==> config.mk <==
export PLATFORM = sky130hd
export DESIGN_NAME = chnl_rx_regfile_loader
export DESIGN_NICKNAME = d
export VERILOG_FILES = /design/src/rtl/chnl_rx_pkg.sv /design/src/rtl/chnl_rx_regfile_loader_word_unpack64.sv /design/src/rtl/chnl_rx_regfile_loader.sv
export SDC_FILE = /design/constraint.sdc
export NUM_CORES = 1
export LEC_CHECK = 0
export ABC_AREA = 1
export BUFFER_PORTS_ARGS = -buffer_cell sky130_fd_sc_hd__buf_2
export CAP_MARGIN = 10
export CORE_MARGIN = 10
export CORE_UTILIZATION = 45
export DETAILED_ROUTE_END_ITERATION = 6
export GPL_TIMING_DRIVEN = 0
export PLACE_DENSITY = 0.69
export SLEW_MARGIN = 5
export SYNTH_ARGS = -nofsm -noshare
export SYNTH_HDL_FRONTEND = slang
export SYNTH_SLANG_ARGS = --single-unit
==> constraint.sdc <==
create_clock -name clk -period 9.7 [get_ports clk]
set_input_delay 0.485 -clock clk [delete_from_list [all_inputs] [get_ports clk]]
set_output_delay 0.485 -clock clk [all_outputs]
set_load 0.01 [all_outputs]
==> src/rtl/chnl_rx_pkg.sv <==
// rtl/chnl_rx_pkg.sv - shared types and widths for the RIFFA RX register-file loader
package chnl_rx_pkg;

    typedef enum logic [1:0] {
        S_IDLE,
        S_ACK,
        S_RECV,
        S_DONE
    } state_t;

    localparam int C_BEAT_W = 64;
    localparam int C_WORD_W = 32;
    localparam int C_ADDR_W = 7;

endpackage

==> src/rtl/chnl_rx_regfile_loader_word_unpack64.sv <==
// rtl/chnl_rx_regfile_loader_word_unpack64.sv - two-word buffer that splits 64-bit beats into 32-bit words
module word_unpack64
    import chnl_rx_pkg::*;
(
    input  logic                clk,
    input  logic                rst,
    input  logic                i_load,
    input  logic [1:0]          i_nwords,
    input  logic [C_BEAT_W-1:0] i_beat,
    output logic [1:0]          o_count,
    output logic [C_WORD_W-1:0] o_head
);

    logic [C_WORD_W-1:0] r_word0;
    logic [C_WORD_W-1:0] r_word1;
    logic [1:0]          r_count;

    // The head drains every cycle count>0, so a load (only legal at count<=1)
    // always replaces the whole buffer.
    always_ff @(posedge clk) begin
        if (rst) begin
            r_word0 <= '0;
            r_word1 <= '0;
            r_count <= 2'd0;
        end else if (i_load) begin
            r_word0 <= i_beat[C_WORD_W-1:0];
            r_word1 <= i_beat[C_BEAT_W-1:C_WORD_W];
            r_count <= i_nwords;
        end else if (r_count != 2'd0) begin
            r_word0 <= r_word1;
            r_count <= r_count - 2'd1;
        end
    end

    assign o_count = r_count;
    assign o_head  = r_word0;

endmodule

==> src/rtl/chnl_rx_regfile_loader.sv <==
// rtl/chnl_rx_regfile_loader.sv - RIFFA RX channel sink writing unpacked words into a 32x32 register file
module chnl_rx_regfile_loader
    import chnl_rx_pkg::*;
#(
    parameter int ADDR_BASE = 0,
    parameter int MAX_WORDS = 32
) (
    input  logic                clk,
    input  logic                rst,
    input  logic                CHNL_RX,
    output logic                CHNL_RX_ACK,
    input  logic                CHNL_RX_LAST,
    input  logic [31:0]         CHNL_RX_LEN,
    input  logic [30:0]         CHNL_RX_OFF,
    input  logic [C_BEAT_W-1:0] CHNL_RX_DATA,
    input  logic                CHNL_RX_DATA_VALID,
    output logic                CHNL_RX_DATA_REN,
    output logic [C_ADDR_W-1:0] wr_addr,
    output logic                wr_en,
    output logic [C_WORD_W-1:0] wr_data,
    output logic                done,
    output logic                overflow
);

    localparam logic [C_ADDR_W-1:0] C_BASE = C_ADDR_W'(ADDR_BASE);
    localparam logic [31:0]         C_MAX  = 32'(MAX_WORDS);

    state_t r_state;
    state_t w_next;

    logic [31:0]         r_len;
    logic [31:0]         r_rx_cnt;
    logic [31:0]         r_wr_idx;
    logic                r_overflow;
    logic                r_done;
    logic [1:0]          w_count;
    logic [C_WORD_W-1:0] w_head;
    logic                w_ren;
    logic                w_ack;
    logic                w_accept;
    logic                w_emit;
    logic [1:0]          w_nwords;
    logic [31:0]         w_remain;
    logic                w_unused;

    assign w_unused = ^{CHNL_RX_LAST, CHNL_RX_OFF};

    assign w_remain = r_len - r_rx_cnt;
    assign w_nwords = (w_remain >= 32'd2) ? 2'd2 : 2'd1;
    assign w_accept = w_ren & CHNL_RX_DATA_VALID;
    assign w_emit   = (w_count != 2'd0);

    // RECV exits when the last word is leaving the buffer this cycle, so done
    // lands in the cycle right after the final write.
    always_comb begin
        w_next = r_state;
        w_ren  = 1'b0;
        w_ack  = 1'b0;
        case (r_state)
            S_IDLE: begin
                if (CHNL_RX) w_next = S_ACK;
            end
            S_ACK: begin
                w_ack  = 1'b1;
                w_next = (r_len == 32'd0) ? S_DONE : S_RECV;
            end
            S_RECV: begin
                w_ren = (r_rx_cnt < r_len) && (w_count != 2'd2);
                if ((r_rx_cnt >= r_len) && (w_count <= 2'd1)) w_next = S_DONE;
            end
            S_DONE: begin
                if (!CHNL_RX) w_next = S_IDLE;
            end
            default: w_next = S_IDLE;
        endcase
    end

    always_ff @(posedge clk) begin
        if (rst) begin
            r_state    <= S_IDLE;
            r_len      <= '0;
            r_rx_cnt   <= '0;
            r_wr_idx   <= '0;
            r_overflow <= 1'b0;
            r_done     <= 1'b0;
        end else begin
            r_state <= w_next;
            r_done  <= (w_next == S_DONE) && (r_state != S_DONE);
            if ((r_state == S_IDLE) && CHNL_RX) begin
                r_len    <= CHNL_RX_LEN;
                r_rx_cnt <= '0;
                r_wr_idx <= '0;
            end else begin
                if (w_accept) r_rx_cnt <= r_rx_cnt + {30'd0, w_nwords};
                if (w_emit)   r_wr_idx <= r_wr_idx + 32'd1;
            end
            if (r_state == S_ACK)
                r_overflow <= 1'b0;
            else if (w_emit && (r_wr_idx >= C_MAX))
                r_overflow <= 1'b1;
        end
    end

    word_unpack64 u_unpack (
        .clk      (clk),
        .rst      (rst),
        .i_load   (w_accept),
        .i_nwords (w_nwords),
        .i_beat   (CHNL_RX_DATA),
        .o_count  (w_count),
        .o_head   (w_head)
    );

    assign CHNL_RX_ACK      = w_ack;
    assign CHNL_RX_DATA_REN = w_ren;
    assign wr_addr          = C_BASE + r_wr_idx[C_ADDR_W-1:0];
    assign wr_en            = w_emit && (r_wr_idx < C_MAX);
    assign wr_data          = w_head;
    assign done             = r_done;
    assign overflow         = r_overflow;

endmodule

# Word level (Yosys, flattened, before mapping)
# Index checks and enable logic that the tools add are counted.
classes:
  addsub: 4
  mul: 0
  div: 0
  order_cmp: 6
  n_eq_ne: 6
  shifts: 0
  muxes: 12
  n_bitwise: 1
  reduce_logical: 12
op_table:
  columns: ["op", "n"]
  rows:
  - ["$mux 32", 2]
  - ["$add 32x1->32 const B", 1]
  - ["$add 32x2->32", 1]
  - ["$ge 32x2->1 const B", 1]
  - ["$ge 32x32->1", 1]
  - ["$ge 32x6->1 const B", 1]
  - ["$logic_not 32->1", 1]
  - ["$lt 32x32->1", 1]
  - ["$lt 32x6->1 const B", 1]
  - ["$sub 32x32->32", 1]
  - ["$mux 2", 6]
  - ["$pmux 2 s4", 1]
  - ["$eq 2x2->1 const B", 3]
  - ["$logic_and 1x1->1", 6]
  - ["$ne 2x2->1 const B", 2]
  - ["$reduce_bool 2->1", 2]
  - ["$reduce_or 2->1", 2]
  - ["$mux 1", 3]
  - ["$eq 2x1->1 const B", 1]
  - ["$le 2x1->1 const B", 1]
  - ["$logic_not 2->1", 1]
  - ["$sub 2x1->2 const B", 1]
  - ["$and 1x1->1", 1]
word_totals:
  register_bits: 166
  latchBits: 0
  ram_bits: 0
  rom_bits: 0
  out_inout_bits: 44
  word_cells: 50
  memories: 0

# Logic depth before layout (Yosys ltp)
# Gate-level depths: netlist of run 1.
logic_depth:
  ltp_word: 6
  depth_mapped: 33
  ltp_nobuf: 33

# Modules after synthesis
# Synthesis of run 1 repeated with hierarchy kept, for this count alone.
hier_totals:
  hier_cells: 1708
  area_unflattened_um2: 10588.9
by_module_without_submodules:
  columns: ["mod", "n_inst", "cells_per_inst", "area_per_inst_um2"]
  rows:
  - ["chnl_rx_regfile_loader", 1, 1307, 7762.4]
  - ["word_unpack64", 1, 401, 2826.5]

# Worst setup path after synthesis of run 1
# OpenSTA, ideal clock, no wires.
synth_path:
  kind: "reg2reg"
  start: "register r_len[0]"
  end: "register r_rx_cnt[31]"
  setup_ns: 0.132
  arrival_ns: 3.651
  setup_slack_ns: 5.917
  path_stages_with_launch: 31
  n_path_buf: 0
  synth_period_minus_slack_ns: 3.783
  path_cell_list: "dfxtp_1 > inv_1 > ha_1 > fa_1 > inv_1 > nand2_1 > nand2_1 > and2_1 > xor2_1 > nor2_1 > and2_1 > nand3_1 > nor2_1 > nand3b_1 > nor2_1 > nand2_1 > nor2_1 > nand3_1 > ha_1 > nand2_1 > o21ai_0 > inv_1 > nor2_1 > inv_1 > nor2_1 > inv_1 > nor2_1 > nand4_1 > xor2_1 > nand2_1 > a21oi_1"
synth_between:
  elab_chain_cells: 4
  word_cells_on_any_way: 8
  classes_between: "2 x add/sub; 2 x order compare; 2 x mux; 1 x bitwise; 1 x reduce/logical"
synth_lines:
  columns: ["element", "line_no", "text"]
  rows:
  - ["start: declaration", "chnl_rx_regfile_loader.sv:31", "logic [31:0] r_len;"]
  - ["start signal: assignment", "chnl_rx_regfile_loader.sv:81", "r_len <= '0;"]
  - ["start signal: assignment", "chnl_rx_regfile_loader.sv:90", "r_len <= CHNL_RX_LEN;"]
  - ["$sub 32x32->32 or $lt 32x32->1 (tied branches)", "chnl_rx_regfile_loader.sv:48, chnl_rx_regfile_loader.sv:68", null]
  - ["$ge 32x2->1 or $logic_and 1x1->1 (tied branches)", "chnl_rx_regfile_loader.sv:49, chnl_rx_regfile_loader.sv:68", null]
  - ["$mux 2 or $mux 1 (tied branches)", "chnl_rx_regfile_loader.sv:49, chnl_rx_regfile_loader.sv:59", null]
  - ["$add 32x2->32 or $and 1x1->1 (tied branches)", "chnl_rx_regfile_loader.sv:94, chnl_rx_regfile_loader.sv:50", null]
  - ["end signal: assignment", "chnl_rx_regfile_loader.sv:94", "if (w_accept) r_rx_cnt <= r_rx_cnt + {30'd0, w_nwords};"]
  - ["end: declaration", "chnl_rx_regfile_loader.sv:32", "logic [31:0] r_rx_cnt;"]
# Several ways; a longest one is shown, not always the timed one.
# A chain may end at the register's enable or synchronous reset.

# Worst setup path after layout of run 1
layout_path:
  start: "register r_rx_cnt[12]"
  end: "register r_rx_cnt[26]"
layout_between:
  elab_chain_cells: 4
  word_cells_on_any_way: 8
  classes_between: "2 x add/sub; 2 x order compare; 2 x mux; 1 x bitwise; 1 x reduce/logical"
layout_lines:
  columns: ["element", "line_no"]
  rows:
  - ["$sub 32x32->32 or $lt 32x32->1 (tied branches)", "chnl_rx_regfile_loader.sv:48, chnl_rx_regfile_loader.sv:68"]
  - ["$ge 32x2->1 or $logic_and 1x1->1 (tied branches)", "chnl_rx_regfile_loader.sv:49, chnl_rx_regfile_loader.sv:68"]
  - ["$mux 2 or $mux 1 (tied branches)", "chnl_rx_regfile_loader.sv:49, chnl_rx_regfile_loader.sv:59"]
  - ["$add 32x2->32 or $and 1x1->1 (tied branches)", "chnl_rx_regfile_loader.sv:94, chnl_rx_regfile_loader.sv:50"]
# Several ways; a longest one is shown, not always the timed one.

==> results by group, run 1 <==
Outcome
  – Status: finished, final reports clean

Logic synthesis
  – Cells after Synth: 1718
  – Synthesized net count: 1891
  – Post-synth top area cell: dfxtp_1
  – Post-synth EDFFs: 0
  – Mapped cell area: 0.0106 sq mm
  – Post-synthesis sequential area ratio: 31.3%
  – Share of the synthesized area in the top cell type: between 30% and 40%
  – Post-synth ARST share: 0%
  – Avg Cell Area, Syn: between 6 and 7 sq um
  – Register bit total from synthesis: 166
  – Synth top area cells: dfxtp_1 (31%), nand2_1 (18%), inv_1 (9.5%), nand3_1 (9.2%), nor2_1 (4.9%)
  – Ys Warns: 0
  – Count of cell types in the netlist: 39
  – Synth Flop Type: dfxtp_1

STA
  – Rel. slew slack: a little over a third
  – Setup violators final: 0
  – Post-layout worst setup margin: 4.48 ns
  – F_max: between 150 and 200 MHz
  – Minimum clock period: 5.22 ns
  – Final hold vios: 0
  – Sum Neg Setup Slack: 0 ns
  – Tcrit/Tclk final: 53.8%
  – Max-slew violations: 0
  – RSZ-0062 raised after global routing: no
  – Slew @ Worst Pin: roughly 0.95 ns
  – Final worst clock skew: 0.0188 ns
  – Worst hold margin: between 0.2 and 0.3 ns

Clocking
  – Root Driver: clkbuf_16
  – CTS sink count: 166
  – Postcts setup bufs: 0
  – Worst skew pair latency: 0.45 ns
  – Inserted Clock Buffers: 17
  – Number of H-tree levels: 4
  – CTS tree: built
  – CTS resizes: 0
  – Clock slew at reported path FFs: 0.08 ns
  – # hold bufs at CTS: 0
  – Clk buf depth: 2

Route
  – Initial detailed-routing violation count: 913
  – Routed Antenna Nets: 0
  – Via count: about 11k
  – Routed WL per cell: ~16 microns
  – DR vias/cell: 5.12
  – Remaining DRCs: 0
  – Total Wirelength: 35.4 mm
  – 1st-pass router iterations: 6

Floorplan
  – Row Count: 56
  – Die Area: 0.0301 sq mm
  – Starting Density: 45.4%
  – Chip Width: ~170 microns
  – Core area: 0.0233 sq mm
  – Ports: 176
  – Height of the chip: 173 microns

Worst setup path
  – R2r setup slk: roughly 4.5 ns
  – Crit path kind: flop to flop
  – Reg-to-Reg End: r_rx_cnt[26]
  – Crit-path max FO: 5
  – CP Launch Point: r_rx_cnt[12]
  – Crit path required time: around 10 ns
  – Reg2reg start: r_rx_cnt[12]
  – CP Launch Type: flop
  – Register-to-Register Path Depth: 24
  – Crit end category: flop
  – Critical path data arrival time: 5.58 ns

Worst hold path
  – Worst min-delay path category: primary input to flop
  – Hold EP: r_len[16]
  – Hold wc startpoint: CHNL_RX_LEN[16]
  – WHS Path Cells: 3

Layout
  – Commonest non-fill, non-tap cells in the layout: nand2_1 (511), inv_1 (267), nand3_1 (195), dfxtp_1 (166), buf_2 (158)
  – Fin nets: 2052
  – Filler cells: 2421
  – Layout cell share with drive strength beyond 1: 11.9%
  – Synthesis-to-finish area growth: 16.4%
  – Commonest non-fill, non-tap cell in the layout: nand2_1
  – Design area: 0.0123 sq mm

Pwr
  – Pwr dens: 173 mW/mm^2
  – Tot Pwr: 2.14 mW
  – Worst vdd ir: 105 uV
  – Leakage: 5.96 nW

Placement
  – IO buf count: 142
  – DP Area: 0.0117 sq mm
  – Place WS: between 4 and 5 ns
  – Dpl hpwl: ~28 mm
  – Placer Congestion: 0.956

Global route
  – Met2 GRT Util: 39.0%
  – Vias in the first global route: 11.1k
  – Global route total overflow: 0
  – Total track usage: 22.9%
  – First-pass GRT wire length: 56.6 mm
  – Met3 Resource Use GR: 5.12%
  – Layer with the highest usage: met2
  – Initial antenna violation count: 1
  – GR Util met1: 27.8%
  – Largest net degree at the start of global routing: 22

Run
  – MaxCap Viol Count: 0
-- metrics by stage --
step                      util (%)  std cells
after CTS                     52.9       2211
final                         52.9       2212
after global routing          52.9       2211
after detailed placement      50.2       2179
after floorplan                  -       1718
after global placement        50.2       2179
-- logic make-up after synthesis --
group	after synthesis	share of synthesized area [%]
simple gates	972	39.5
buf+inv	334	12.7
compound gates	167	8.35
flops	166	31.3
fa+ha+maj	41	4.98
xor+xnor	38	3.14
-- how the worst max path moves through the flow --
stage,to,slack (ns),cells past startpoint
after floorplan,r_rx_cnt[31],5.92,30
after global placement,r_rx_cnt[26],4.61,24
after detailed placement,r_rx_cnt[26],4.61,24
after CTS,r_rx_cnt[26],4.58,24
after global routing,r_rx_cnt[26],4.15,24
final,r_rx_cnt[26],4.48,24
-- registers in the layout, indices dropped and copies added, names as in the netlist --
| register | count |
|---|---|
| r_len | 32 |
| r_rx_cnt | 32 |
| r_wr_idx | 32 |
| u_unpack.o_head | 32 |
| u_unpack.r_word1 | 32 |
| r_state | 2 |
| u_unpack.o_count | 2 |
| done | 1 |
| overflow | 1 |
-- synth_stat cells, drive strengths merged (4+ instances only) --
cell    instances
nand2         515
inv           270
nand3         197
dfxtp         166
nor2          142
a21oi         100
o21ai          49
nor3           47
buf            42
ha             39
nand4          32
xor2           31
clkbuf         22
nor4           18
nand3b          7
xnor2           7
nor3b           5
o21bai          5
and2            4
-- worst max-delay path, stage by stage (launching register included) --
cell	delay (ns)
dfxtp_1	0.44
inv_1	0.12
ha_1	0.39
nand2_1	0.12
nor2_1	0.34
and3_1	0.24
nand2_1	0.08
nand2_1	0.15
nand3_1	0.11
nand2_1	0.12
nor2_1	0.05
nor3b_1	0.17
o21ai_0	0.22
nor2_1	0.24
ha_1	0.26
fa_1	0.29
nand3_1	0.26
nor2_1	0.20
inv_1	0.12
nor2_1	0.20
inv_1	0.14
nor4_1	0.46
xor2_1	0.19
nand2_1	0.07
a21oi_1	0.13
-- per-layer routing --
| layer | up-vias | wire length, microns | part of all wire, % |
|---|---|---|---|
| met4 | 0 | 880 | 2.5 |
| met2 | 346 | 16700 | 47 |
| li1 | 5789 | - | - |
| met5 | - | 0 | 0 |
| met3 | 56 | 2460 | 7.0 |
| met1 | 5134 | 15300 | 43 |
-- where the power goes --
group          total (mW)  internal [mW]  switching [mW]
registers           0.730          0.710          0.0207
clock network       0.743          0.361           0.382
logic               0.668          0.205           0.464
total                2.14           1.28           0.866
-- layout make-up --
class / count / area (sq um) / share of cell area [%]
buffer: 64 / 332 / 2.69
antenna: 1 / 2.50 / 0.0203
multi-input combinational: 1218 / 5930 / 48.1
timing repair buffer: 142 / 711 / 5.76
sequential: 166 / 3320 / 26.9
inverter: 270 / 1010 / 8.21
tap: 319 / 399 / 3.23
clock inverter: 15 / 206 / 1.67
clock buffer: 17 / 425 / 3.45
Note: power is estimated with default switching activity, not from simulation.
==> run 2: changes to the inputs <==
==> constraint.sdc (replaced) <==
create_clock -name clk -period 5.03 [get_ports clk]
set_input_delay 0.2515 -clock clk [delete_from_list [all_inputs] [get_ports clk]]
set_output_delay 0.2515 -clock clk [all_outputs]
set_load 0.01 [all_outputs]
==> run 2 against run 1 <==
Net effect:
- the run now ends with DRC left
- die area unchanged
- non-clock buffer count unchanged
- setup slack got worse by 4.2 ns
- largest cell class unchanged
- highest routed layer unchanged
==> results by group, run 2 (same netlist as run 1, synthesis figures left out) <==
Layout
  – Synthesis-to-finish area growth: 17.2%
  – Multi-input gate area in the final layout: 0.00601 sq mm (+1.3%)
  – Commonest non-fill, non-tap cells in the layout: nand2_1 (510), inv_1 (267), nand3_1 (192), dfxtp_1 (165), buf_2 (158)
  – Fin nets: 2052 (unchanged)
  – Commonest non-fill, non-tap cell in the layout: nand2_1
  – Filler cells: 2415 (-0.25%)
  – Layout cell share with drive strength beyond 1: 12.8% (+0.90 points)
  – FF/Latch Area: 0.00332 sq mm (about the same)
  – Finished Layout Cells: 2212 (unchanged)

Route
  – Routed Antenna Nets: 0 (unchanged)
  – Total Wirelength: 35.4 mm (+0.13%)
  – Via count: 11.4k (+0.27%)
  – Remaining DRCs: 2 (+2)
  – DR vias/cell: 5.13 (+0.27%)
  – 1st-pass router iterations: 7 (+1)
  – Routed WL per cell: 16.0 microns (+0.13%)
  – Initial detailed-routing violation count: 951 (+4.2%)

STA
  – Worst hold margin: 0.0306 ns (-0.234 ns)
  – Rel. slew slack: 35.5% (-0.37 points)
  – Final worst clock skew: 0.0175 ns (-0.00129 ns)
  – Setup violators final: 0 (unchanged)
  – Final hold vios: 0 (unchanged)
  – Slew @ Worst Pin: 0.958 ns (+0.00543 ns)
  – F_max: 210 MHz (+9.6%)
  – Minimum clock period: 4.76 ns (-0.459 ns)
  – Max-slew violations: 0 (unchanged)
  – Tcrit/Tclk final: 94.7% (+41 points)
  – RSZ-0062 raised after global routing: no

Floorplan
  – Height of the chip: 173 microns (unchanged)
  – Core area: 0.0233 sq mm (unchanged)
  – Die Area: 0.0301 sq mm (unchanged)
  – Chip Width: 173 microns (unchanged)
  – Ports: 176 (unchanged)
  – Row Count: 56 (unchanged)
  – Starting Density: 45.4% (unchanged)

Global route
  – Vias in the first global route: 11.1k (+0.072%)
  – Total track usage: 22.9% (about the same)
  – Global route total overflow: 0 (unchanged)
  – First-pass GRT wire length: 56.6 mm (about the same)
  – Initial antenna violation count: 1 (unchanged)
  – Largest net degree at the start of global routing: 22 (unchanged)

Worst setup path
  – R2r setup slk: 0.27 ns (-4.21 ns)
  – Crit-path max FO: 5 (unchanged)
  – Register-to-Register Path Depth: 27 (+13%)
  – Reg-to-Reg End: r_rx_cnt[31]
  – Crit end category: flop
  – CP Launch Type: flop
  – Crit path kind: flop to flop
  – Critical path data arrival time: 5.14 ns (-0.44 ns)
  – Crit path required time: 5.40 ns (-4.66 ns)
  – Reg2reg start: r_rx_cnt[19]

Placement
  – Placed insts: 2179 (unchanged)
  – Placer Congestion: 0.956 (unchanged)
  – IO buf count: 142 (unchanged)
  – Dpl hpwl: 27.9 mm (unchanged)

Clocking
  – Root Driver: clkbuf_16
  – Clk buf depth: 2 (unchanged)
  – Clock slew at reported path FFs: 0.08 ns (about the same)
  – Number of H-tree levels: 4 (unchanged)
  – Worst skew pair latency: 0.45 ns (about the same)
  – Inserted Clock Buffers: 17 (unchanged)
  – CTS tree: built
  – CTS sink count: 166 (unchanged)

Outcome
  – Status: complete, but fails checks
  – Failing checks: DRC

Worst hold path
  – WHS Path Cells: 3 (unchanged)
  – Hold wc startpoint: CHNL_RX_LEN[16]
  – Worst min-delay path category: primary input to flop
  – Hold EP: r_len[16]

Pwr
  – Pwr dens: 334 mW/mm^2 (+92%)
  – Worst vdd ir: 213 uV (+100%)
  – Leakage: 6.00 nW (+0.54%)

Run
  – MaxCap Viol Count: 0 (unchanged)
[run 2: cell types whose count changed in the layout (fill, tap and decap cells not counted), moves of 3 or more]
cell     delta
nand3_1     -3
nand3_2     +3
nor2_1      -8
nor2_2      +6
[run 2: worst max-delay path by stage]
stage / from / endpoint / slack, ns / cells past startpoint
final: r_rx_cnt[19] / r_rx_cnt[31] / 0.27 / 27
after global routing: r_rx_cnt[19] / r_rx_cnt[31] / 0.02 / 26
after CTS: r_rx_cnt[12] / r_rx_cnt[25] / 0.001 / 27
after detailed placement: r_rx_cnt[12] / r_rx_cnt[26] / -0.06 / 24
after global placement: r_rx_cnt[12] / r_rx_cnt[26] / -0.06 / 24
after floorplan: r_len[0] / r_rx_cnt[31] / 1.25 / 30
[run 2: per-layer routing]
metal	GRT usage [%]	share of wire, %	up-vias
met5	0	0	-
met2	38.9	47	357
met3	5.18	7.1	58
li1	-	-	5785
met1	27.8	43	5156
met4	8.23	2.7	0
[run 2: report_power, final]
group / switching [mW] / total (mW) / internal, mW
Clock: 0.738 / 1.43 / 0.697
Combinational: 0.902 / 1.30 / 0.402
Sequential: 0.0402 / 1.41 / 1.37
[run 2: through the flow]
step / power [mW] / area [sq um] / TNS, ns / worst slack, ns / util [%]
after floorplan: 2.31 / 10600 / 0 / 1.25 / -
after global placement: 2.69 / 11700 / -0.0611 / -0.0611 / 50.2
after detailed placement: 2.71 / 11700 / -0.0641 / -0.0641 / 50.2
after CTS: 4.12 / 12400 / 0 / 0.00107 / 52.9
after global routing: 4.37 / 12400 / 0 / 0.0178 / 53.2
final: 4.15 / 12400 / 0 / 0.266 / 53.2
[run 2: worst max-delay path: stages (launching register included)]
cell     delay (ns)
dfxtp_1        0.38
inv_1          0.16
ha_1           0.38
nand2_1        0.15
inv_1          0.05
a21oi_1        0.36
nand2_1        0.17
a21oi_1        0.19
nand2_1        0.09
nand2_1        0.08
nand2_1        0.08
nor3b_1        0.17
o21ai_1        0.17
inv_1          0.09
nand3_1        0.15
ha_1           0.31
nand2_1        0.06
o21ai_1        0.17
inv_1          0.13
nor2_1         0.19
inv_1          0.12
nor2_1         0.16
inv_1          0.13
nor2_1         0.21
nand4_1        0.14
xor2_1         0.18
nand2_1        0.07
a21oi_1        0.11
[run 2: timing repair]
item	CTS	global route
buffers inserted	0	0
pin swaps	0	1
hold buffers	0	0
setup endpoints to repair	1	12
gates resized for setup	1	21
[run 2: final cells by class]
type | instances | share of cell area, %
Antenna cell | 1 | 0.0201
Clock buffer | 17 | 3.42
Timing Repair Buffer | 142 | 5.72
Clock inverter | 15 | 1.66
Buffer | 64 | 2.67
Tap cell | 319 | 3.21
Inverter | 270 | 8.16
Multi-Input combinational cell | 1218 | 48.4
Sequential cell | 166 | 26.8
